### config.mk
export PLATFORM = sky130hd
export DESIGN_NAME = ap_ctrl_sequencer
export DESIGN_NICKNAME = d
export VERILOG_FILES = /design/src/rtl/ap_ctrl_sequencer.sv
export SDC_FILE = /design/constraint.sdc
export NUM_CORES = 1
export LEC_CHECK = 0
export BUFFER_PORTS_ARGS = -buffer_cell sky130_fd_sc_hd__buf_2
export CORE_MARGIN = 2
export CORE_UTILIZATION = 30
export CTS_CLUSTER_SIZE = 40
export DETAILED_ROUTE_END_ITERATION = 16
export PLACE_DENSITY_LB_ADDON = 0.15
export SLEW_MARGIN = 15
export SYNTH_ARGS = -nofsm -noshare
export SYNTH_HDL_FRONTEND = slang
export SYNTH_SLANG_ARGS = --single-unit
### constraint.sdc
create_clock -name clk_i -period 4.1 [get_ports clk_i]
set_clock_uncertainty 0.2 [all_clocks]
set_input_delay 0.205 -clock clk_i [delete_from_list [all_inputs] [get_ports clk_i]]
set_output_delay 0.205 -clock clk_i [all_outputs]
set_load 0.02 [all_outputs]
### src/rtl/ap_ctrl_sequencer.sv
// Run sequencer for an ap_ctrl_chain kernel: issues cfg_count starts, tracks completions, drains on abort.
// Optional watchdog (ERR state, timeout_err_o) is built in when AP_CTRL_SEQ_WATCHDOG_EN is defined.
module ap_ctrl_sequencer #(
   parameter int CNT_W    = 16,
   parameter int CYC_W    = 32,
   parameter int WDOG_CYC = 1000
) (
   input  logic             clk_i,
   input  logic             rst_i,
   input  logic             go_i,
   input  logic             abort_i,
   input  logic [CNT_W-1:0] cfg_count_i,
   output logic             ap_start_o,
   input  logic             ap_ready_i,
   input  logic             ap_done_i,
   output logic             ap_continue_o,
   output logic             busy_o,
   output logic             finish_o,
   output logic [CNT_W-1:0] issued_cnt_o,
   output logic [CNT_W-1:0] done_cnt_o,
   output logic [CYC_W-1:0] run_cycles_o,
   output logic             proto_err_o,
`ifdef AP_CTRL_SEQ_WATCHDOG_EN
   output logic             timeout_err_o,
`endif
   output logic [2:0]       state_o
);

   typedef enum logic [2:0] {
      S_IDLE  = 3'd0,
      S_RUN   = 3'd1,
      S_DRAIN = 3'd2,
      S_DONE  = 3'd3,
      S_ERR   = 3'd4
   } state_e;

   state_e           state_q, state_d;
   logic [CNT_W-1:0] target_q, target_d;
   logic [CNT_W-1:0] issued_q, issued_d;
   logic [CNT_W-1:0] done_q, done_d;
   logic [CYC_W-1:0] cycles_q, cycles_d;
   logic             perr_q, perr_d;
   logic             ap_start_q, ap_start_d;
   logic             active, hs;
   logic [CNT_W-1:0] issued_now;

`ifdef AP_CTRL_SEQ_WATCHDOG_EN
   localparam int WD_W = $clog2(WDOG_CYC + 1);
   logic [WD_W-1:0] wdog_q, wdog_d;
   logic            tout_q, tout_d;
`endif

   // ap_start_q is only ever high in RUN, so hs already implies RUN.
   assign active     = (state_q == S_RUN) || (state_q == S_DRAIN);
   assign hs         = ap_start_q && ap_ready_i;
   assign issued_now = hs ? issued_q + 1'b1 : issued_q;

   always_comb begin
      state_d  = state_q;
      target_d = target_q;
      issued_d = issued_now;
      done_d   = done_q;
      cycles_d = cycles_q;
      perr_d   = perr_q;
`ifdef AP_CTRL_SEQ_WATCHDOG_EN
      wdog_d   = wdog_q;
      tout_d   = tout_q;
`endif

      if (active) begin
         if (cycles_q != '1) cycles_d = cycles_q + 1'b1;
         // A completion may pair with a start accepted in this same cycle.
         if (ap_done_i) begin
            if (done_q < issued_now) done_d = done_q + 1'b1;
            else                     perr_d = 1'b1;
         end
      end

      case (state_q)
         S_IDLE: begin
            if (go_i) begin
               target_d = cfg_count_i;
               issued_d = '0;
               done_d   = '0;
               cycles_d = '0;
               perr_d   = 1'b0;
               state_d  = (cfg_count_i != '0) ? S_RUN : S_DONE;
`ifdef AP_CTRL_SEQ_WATCHDOG_EN
               wdog_d   = '0;
               tout_d   = 1'b0;
`endif
            end
         end
         S_RUN:   if (issued_now == target_q || abort_i) state_d = S_DRAIN;
         S_DRAIN: if (done_d == issued_q) state_d = S_DONE;
         S_DONE:  state_d = S_IDLE;
         S_ERR:   state_d = S_DONE;
         default: state_d = S_IDLE;
      endcase

`ifdef AP_CTRL_SEQ_WATCHDOG_EN
      if (active) begin
         if (ap_ready_i || ap_done_i) begin
            wdog_d = '0;
         end else if (wdog_q == WD_W'(WDOG_CYC - 1)) begin
            state_d = S_ERR;
            tout_d  = 1'b1;
         end else begin
            wdog_d = wdog_q + 1'b1;
         end
      end
`endif

      ap_start_d = (state_d == S_RUN);
   end

   always_ff @(posedge clk_i) begin
      if (rst_i) begin
         state_q    <= S_IDLE;
         target_q   <= '0;
         issued_q   <= '0;
         done_q     <= '0;
         cycles_q   <= '0;
         perr_q     <= 1'b0;
         ap_start_q <= 1'b0;
`ifdef AP_CTRL_SEQ_WATCHDOG_EN
         wdog_q     <= '0;
         tout_q     <= 1'b0;
`endif
      end else begin
         state_q    <= state_d;
         target_q   <= target_d;
         issued_q   <= issued_d;
         done_q     <= done_d;
         cycles_q   <= cycles_d;
         perr_q     <= perr_d;
         ap_start_q <= ap_start_d;
`ifdef AP_CTRL_SEQ_WATCHDOG_EN
         wdog_q     <= wdog_d;
         tout_q     <= tout_d;
`endif
      end
   end

   assign ap_start_o    = ap_start_q;
   assign busy_o        = active;
   assign ap_continue_o = active;
   assign finish_o      = (state_q == S_DONE);
   assign issued_cnt_o  = issued_q;
   assign done_cnt_o    = done_q;
   assign run_cycles_o  = cycles_q;
   assign proto_err_o   = perr_q;
   assign state_o       = state_q;
`ifdef AP_CTRL_SEQ_WATCHDOG_EN
   assign timeout_err_o = tout_q;
`endif

endmodule

==> impl_metrics.toml, run 1 <==
[clocking]
numCtsBuffers = 9
clk-insertion-delay-late_ps = 340
root_buffer = "clkbuf_16"
cts_max_path_buffers = 2
cts_tree = "built"
htree_num_levels = 3
cts.sinks = 85
cts.reportedPaths.clkPinSlew_ps = 60

[floorplan]
ios = 94
start_util = 0.309
dieArea_um2 = 17400
core_region_area_um2 = 15900
rows = 46
fp.dieW_um = 132
die_h_um = 132

[pwr]
power_leakage_nw = 2.60
power_density_nw_per_um2 = 327
peakVddDrop_mv = 0.239

[run]
maxCapViolCount = 0

[logic_synthesis]
ys_async_sr_fraction = 0
syn_nets = 635
netlist_area_um2 = 4920
yosysTopAreaCell = "dfxtp_1"
synth_warnings = 0
synth-seq-cells = 85
yosysSeqAreaShare = 0.346
syn_inst = 597
synth_edf_count = 0
synth_area_leaders = "dfxtp_1 (35%), xnor2_1 (8.7%), nor2_1 (7.2%), xor2_1 (6.1%), nand2_1 (4.8%)"
synth.distinct_cells = 69
synthFlopType = "dfxtp_1"
synth_top_area_share = 0.346
synth_area_per_cell_um2 = 8.24

[final_layout]
synthToLayoutAreaGrowth_pct = 30.2
fin_area_um2 = 6400
final_nets = 758
insertedDiodeCount = 0
drive_above_1_share = 0.253

[min_path]
hold_depth = 2
hold_start = "rst_i"
hold_path.class = "input port to flip-flop"
holdPathEnd = "target_q[2]"

[setup_path]
crit_slowest_cell = "dfxtp_1"
r2r_end = "state_o[0]"
required_ps = 4190
endpoint_kind = "flip-flop"
startpoint_type = "flip-flop"
cp_max_fo = 6
rr_worst_depth = 17
crit_buf_inv = 3
cp_top_family = "simple AND/OR/NAND/NOR gates"
path_cells = "buf_4, nand4_4, nor3_4, buf_4, nand3_1, xnor2_2, ha_1, and4_1, nand3_1, a2111oi_4, buf_4, nor3_4, nand4b_1, a31oi_1, o211ai_1, nor4_2, a31o_1"
worstSetupPathType = "flip-flop to flip-flop"
critical_path.max_stage_delay_ps = 340
rr_startpoint = "issued_cnt_o[0]"
crit_path_frequent_cell = "buf_4"
worst-path-stages = 17
regToRegSetupSlack_ps = 180
arrival_ps = 4000

[global_routing]
first_global_vias = 4589
grt.total_usage = 0.173
globalRouteOverflowTotal = 0
antenna_found_initial = 0
grt_max_degree = 36
grt_pass1_wl_mm = 24.0

[sta]
slew_viol_final = 0
relSlewSlack = 0.348
tightest_slew_ps = 964
fmax_ghz = 0.255
fin_ws_ps = 185
setup_viol = 0
holdWs_ps = 76.7
fin_crit_ps = 3920
timing.final.crit_share = 0.955
hold_viol = 0

[placed_design]
dp_hpwl_mm = 11.5
io_buffer_count = 93
place_ws_ps = -66.4
place_area_um2 = 5730
gp_congestion = 0.876

[routing]
wl_per_cell_um = 16.3
vias = 4688
viasPerCell = 4.99
drt_drc_violations_left = 0
ant_nets = 0
drt_iter0_markers = 250
first_pass_iters = 4
routed_wl_mm = 15.3

[outcome]
status = "finished clean"
## what timing repair did
item / CTS / global route
endpoints found under the setup margin: 1 / 1
pin swaps: 0 / 6
setup buffers: 0 / 5
hold endpoints to repair: 16 / 0
hold buffers: 16 / 0
gates resized for setup: 4 / 27
## metrics by stage
| step | std cells | power (W) | utilization | setup TNS [ps] |
|---|---|---|---|---|
| after global routing | 939 | 0.00219 | 0.402 | -56.0 |
| after floorplan | 597 | 0.00108 | - | 0 |
| after CTS | 934 | 0.00211 | 0.391 | 0 |
| after detailed placement | 904 | 0.00117 | 0.360 | -66.4 |
| after global placement | 904 | 0.00117 | 0.360 | -112 |
| final | 939 | 0.00209 | 0.402 | 0 |
## per-layer routing
layer / global-route usage / vias up / wire (µm)
li1: - / 2319 / -
met1: 0.210 / 2210 / 6630
met2: 0.289 / 126 / 7260
met3: 0.0450 / 33 / 902
met4: 0.0785 / 0 / 532
met5: 0 / - / 0
## worst max-delay path by stage
stage,from,to
after floorplan,issued_cnt_o[1],state_o[0]
after global placement,issued_cnt_o[5],state_o[0]
after detailed placement,issued_cnt_o[4],state_o[0]
after CTS,issued_cnt_o[0],state_o[0]
after global routing,issued_cnt_o[0],state_o[0]
final,issued_cnt_o[0],state_o[0]
## cell usage in the layout (no fill, tap or decap), types with 3 or more instances in the layout
cell type	netlist	routed
a21oi_1	28	28
a31oi_1	4	4
and2_1	3	3
and3_1	17	17
and4_1	5	5
buf_2	7	93
buf_4	1	29
bufinv_16	0	3
clkbuf_16	0	9
dfxtp_1	85	80
dfxtp_2	0	3
dlygate4sd3_1	0	16
ha_1	16	16
inv_1	15	15
mux2i_1	3	3
nand2_1	63	63
nand3_1	25	22
nand3_2	2	5
nand4_1	20	20
nor2_1	94	92
nor2b_1	4	4
nor3_1	8	6
nor3_2	2	3
nor3_4	2	3
nor4_1	11	8
nor4b_1	4	4
o2111ai_1	3	3
o211ai_1	5	5
o21ai_0	10	9
or3_1	5	5
xnor2_1	49	45
xnor2_2	0	4
xnor3_1	3	3
xor2_1	34	32
## synthesized netlist by cell type (3+ instances only)
cell	count
or3_1	5
nand3_1	25
inv_1	15
a31oi_1	4
and4_1	5
xnor3_1	3
nand2b_1	3
o211ai_1	5
and3_1	17
nand2_1	63
mux2i_1	3
xnor2_1	49
buf_1	3
nor4_1	11
and2_1	3
clkbuf_1	15
nor2b_1	4
o21ai_0	10
dfxtp_1	85
nand4_1	20
a211oi_1	3
buf_2	7
o2111ai_1	3
nor4b_1	4
nor3_1	8
ha_1	16
a21oi_1	28
xor2_1	34
nor2_1	94
## sequential cells by signal (all words and copies together) (netlist names)
register and cells:
run_cycles_o 32, done_cnt_o 16, issued_cnt_o 16, target_q 16, state_o 3, ap_start_o 1
proto_err_o 1
## kinds of logic after synthesis
group           after synthesis  share of synthesized area
buf+inv                      43                     0.0384
other cells                   1                   0.000762
mux                           3                    0.00611
simple gates                287                      0.299
xor+xnor                     86                      0.162
compound gates               76                      0.107
fa+ha+maj                    16                     0.0407
flops                        85                      0.346
## final cells by class
| class | count | area (µm²) |
|---|---|---|
| fill | 1641 | 9540 |
| multi-input combinational | 469 | 3170 |
| sequential | 85 | 1710 |
| timing repair buffer | 140 | 868 |
| tap | 216 | 270 |
| clock buffer | 10 | 229 |
| clock inverter | 4 | 98.8 |
| inverter | 15 | 56.3 |
## power breakdown
group	internal, W	switching [W]
sequential	0.000850	0.0000363
combinational	0.000115	0.000175
clock	0.000590	0.000328
(Power assumes the default switching activity.)
==> inputs of run 2 (changes only) <==
--- a/config.mk
+++ b/config.mk
@@ -6,6 +6,8 @@
 export NUM_CORES = 1
 export LEC_CHECK = 0
 export BUFFER_PORTS_ARGS = -buffer_cell sky130_fd_sc_hd__buf_2
+export CELL_PAD_IN_SITES_DETAIL_PLACEMENT = 1
+export CELL_PAD_IN_SITES_GLOBAL_PLACEMENT = 2
 export CORE_MARGIN = 2
 export CORE_UTILIZATION = 30
 export CTS_CLUSTER_SIZE = 40
==> run 2 against run 1 <==
  * Clock power shrank 3.3%
  * Worst hold slack about the same
  * Cell count up 0.96%
  * Cell area up 0.76%
  * Non-clock buffer count grew 8
  * Setup slack gained 20 ps
  * Via count up 1.8%
  * Sequential power barely moved
  * First-iteration DRC count is 20% lower
  * Global-route usage up 2.2 points
==> impl_metrics.toml, run 2 (synthesis results as in run 1) <==
[outcome]
status = "finished clean"

[final_layout]
layout_commonest_cell = "buf_2"
synthToLayoutAreaGrowth_pct = 31.2
fin_area_um2 = 6450
regArea_um2 = 1710
largest_register_ffs = 32
final_nets = 766
layout_common_cells = "buf_2 (93), nor2_1 (91), dfxtp_1 (77), nand2_1 (63), xnor2_1 (43)"
drive_above_1_share = 0.268
insertedDiodeCount = 0
utilization = 0.405
fillers = 1958
multi_input_area_um2 = 3160

[clocking]
cts_tree = "built"
numCtsBuffers = 9
cts_max_path_buffers = 2
root_buffer = "clkbuf_16"
cts.reportedPaths.clkPinSlew_ps = 60
cts.sinks = 85
htree_num_levels = 3
clk-insertion-delay-late_ps = 350

[setup_path]
arrival_ps = 3990
crit_slowest_cell = "dfxtp_2"
endpoint_kind = "flip-flop"
required_ps = 4190
path_cells = "buf_6, nand4_4, nor4_4, xnor2_2, ha_1, nand4_1, nor2_2, a211oi_2, buf_4, a2111oi_4, buf_4, nor3_4, buf_6, nand3_2, nor3b_1, a21o_1, a2111oi_2, a31o_1"
critical_path.max_stage_delay_ps = 340
worstSetupPathType = "flip-flop to flip-flop"
startpoint_type = "flip-flop"
cp_max_fo = 6

[routing]
viasPerCell = 5.03
routed_wl_mm = 16.7
wl_per_cell_um = 17.7
drt_drc_violations_left = 0
ant_nets = 0
drt_iter0_markers = 201
vias = 4771
first_pass_iters = 4

[min_path]
hold_path.class = "input port to flip-flop"

[sta]
tightest_slew_ps = 696
slew_viol_final = 0
timing.final.crit_share = 0.950
fin_crit_ps = 3900
setup_viol = 0
holdWs_ps = 76.7
fmax_ghz = 0.257
relSlewSlack = 0.536
hold_viol = 0

[placed_design]
io_buffer_count = 93
place_area_um2 = 5780
gp_congestion = 0.890
dp_hpwl_mm = 12.8

[run]
maxCapViolCount = 0

[pwr]
power_leakage_nw = 2.64
total_power_w = 0.00208
power_density_nw_per_um2 = 323
peakVddDrop_mv = 0.208

[global_routing]
globalRouteOverflowTotal = 0
first_global_vias = 4955
grt_max_degree = 41
grt.total_usage = 0.196
grt_pass1_wl_mm = 27.0
antenna_found_initial = 0

[floorplan]
dieArea_um2 = 17400
rows = 46
die_h_um = 132
fp.dieW_um = 132
start_util = 0.309
core_region_area_um2 = 15900
ios = 94
## run 2: changes by cell type in the layout (fill, tap and decap cells not counted), sizes merged
cell | previous run | this run
inv | 15 | 16
buf | 123 | 132
clkinvlp | 0 | 1
clkbuf | 11 | 9
clkinv | 1 | 2
bufinv | 3 | 2
## run 2: power breakdown
part           total [W]  internal [W]  leakage [nW]  switching [W]
clock           0.000888      0.000531         0.152       0.000357
sequential      0.000890      0.000852         0.691      0.0000378
combinational   0.000304      0.000124          1.80       0.000180
total            0.00208       0.00151          2.64       0.000575
## run 2: routing by layer
| layer | share of wire | routed length [µm] | GRT usage |
|---|---|---|---|
| met5 | 0 | 0 | 0 |
| met4 | 0.023 | 380 | 0.0670 |
| met3 | 0.045 | 746 | 0.0461 |
| met2 | 0.48 | 8100 | 0.329 |
| met1 | 0.45 | 7520 | 0.246 |
## run 2: per-stage QoR
| stage | setup TNS, ps | setup WS [ps] | cells |
|---|---|---|---|
| after global placement | -69.5 | -69.5 | 910 |
| final | 0 | 204 | 948 |
| after floorplan | 0 | 129 | 597 |
| after global routing | -19.8 | -19.8 | 948 |
| after CTS | 0 | 12.0 | 943 |
| after detailed placement | -181 | -181 | 910 |
## run 2: worst paths after layout
check	startpoint	to	slack (ps)	depth (start not counted)
worst max register to register	issued_cnt_o[0]	state_o[0]	200	18
worst min register to register	target_q[9]	target_q[9]	270	2
worst min-delay path	rst_i	target_q[2]	80	2
worst max-delay path	issued_cnt_o[0]	state_o[0]	200	18
## run 2: area by class of cell
| cell class | count | share of cell area |
|---|---|---|
| Clock buffer | 9 | 0.0349 |
| Clock inverter | 6 | 0.0134 |
| Inverter | 15 | 0.00872 |
| Multi-Input combinational cell | 469 | 0.490 |
| Sequential cell | 85 | 0.265 |
| Tap cell | 216 | 0.0419 |
| Timing Repair Buffer | 148 | 0.146 |
## run 2: repair_timing
item	CTS	global route
resized for setup	4	30
setup buffers	2	5
hold buffers	16	0
setup endpoints to repair	1	1
pin swaps	2	14
hold endpoints to repair	16	0
## run 2: critical path, delay by kind of cell (launching register included)
kind | cells | cell delay (ps)
adders and majority gates | 1 | 340
xor gates and xnor gates | 1 | 120
DFF | 1 | 340
AOI/OAI and AO/OA | 5 | 970
buffers and inverters | 4 | 610
and+or+nand+nor | 7 | 1240
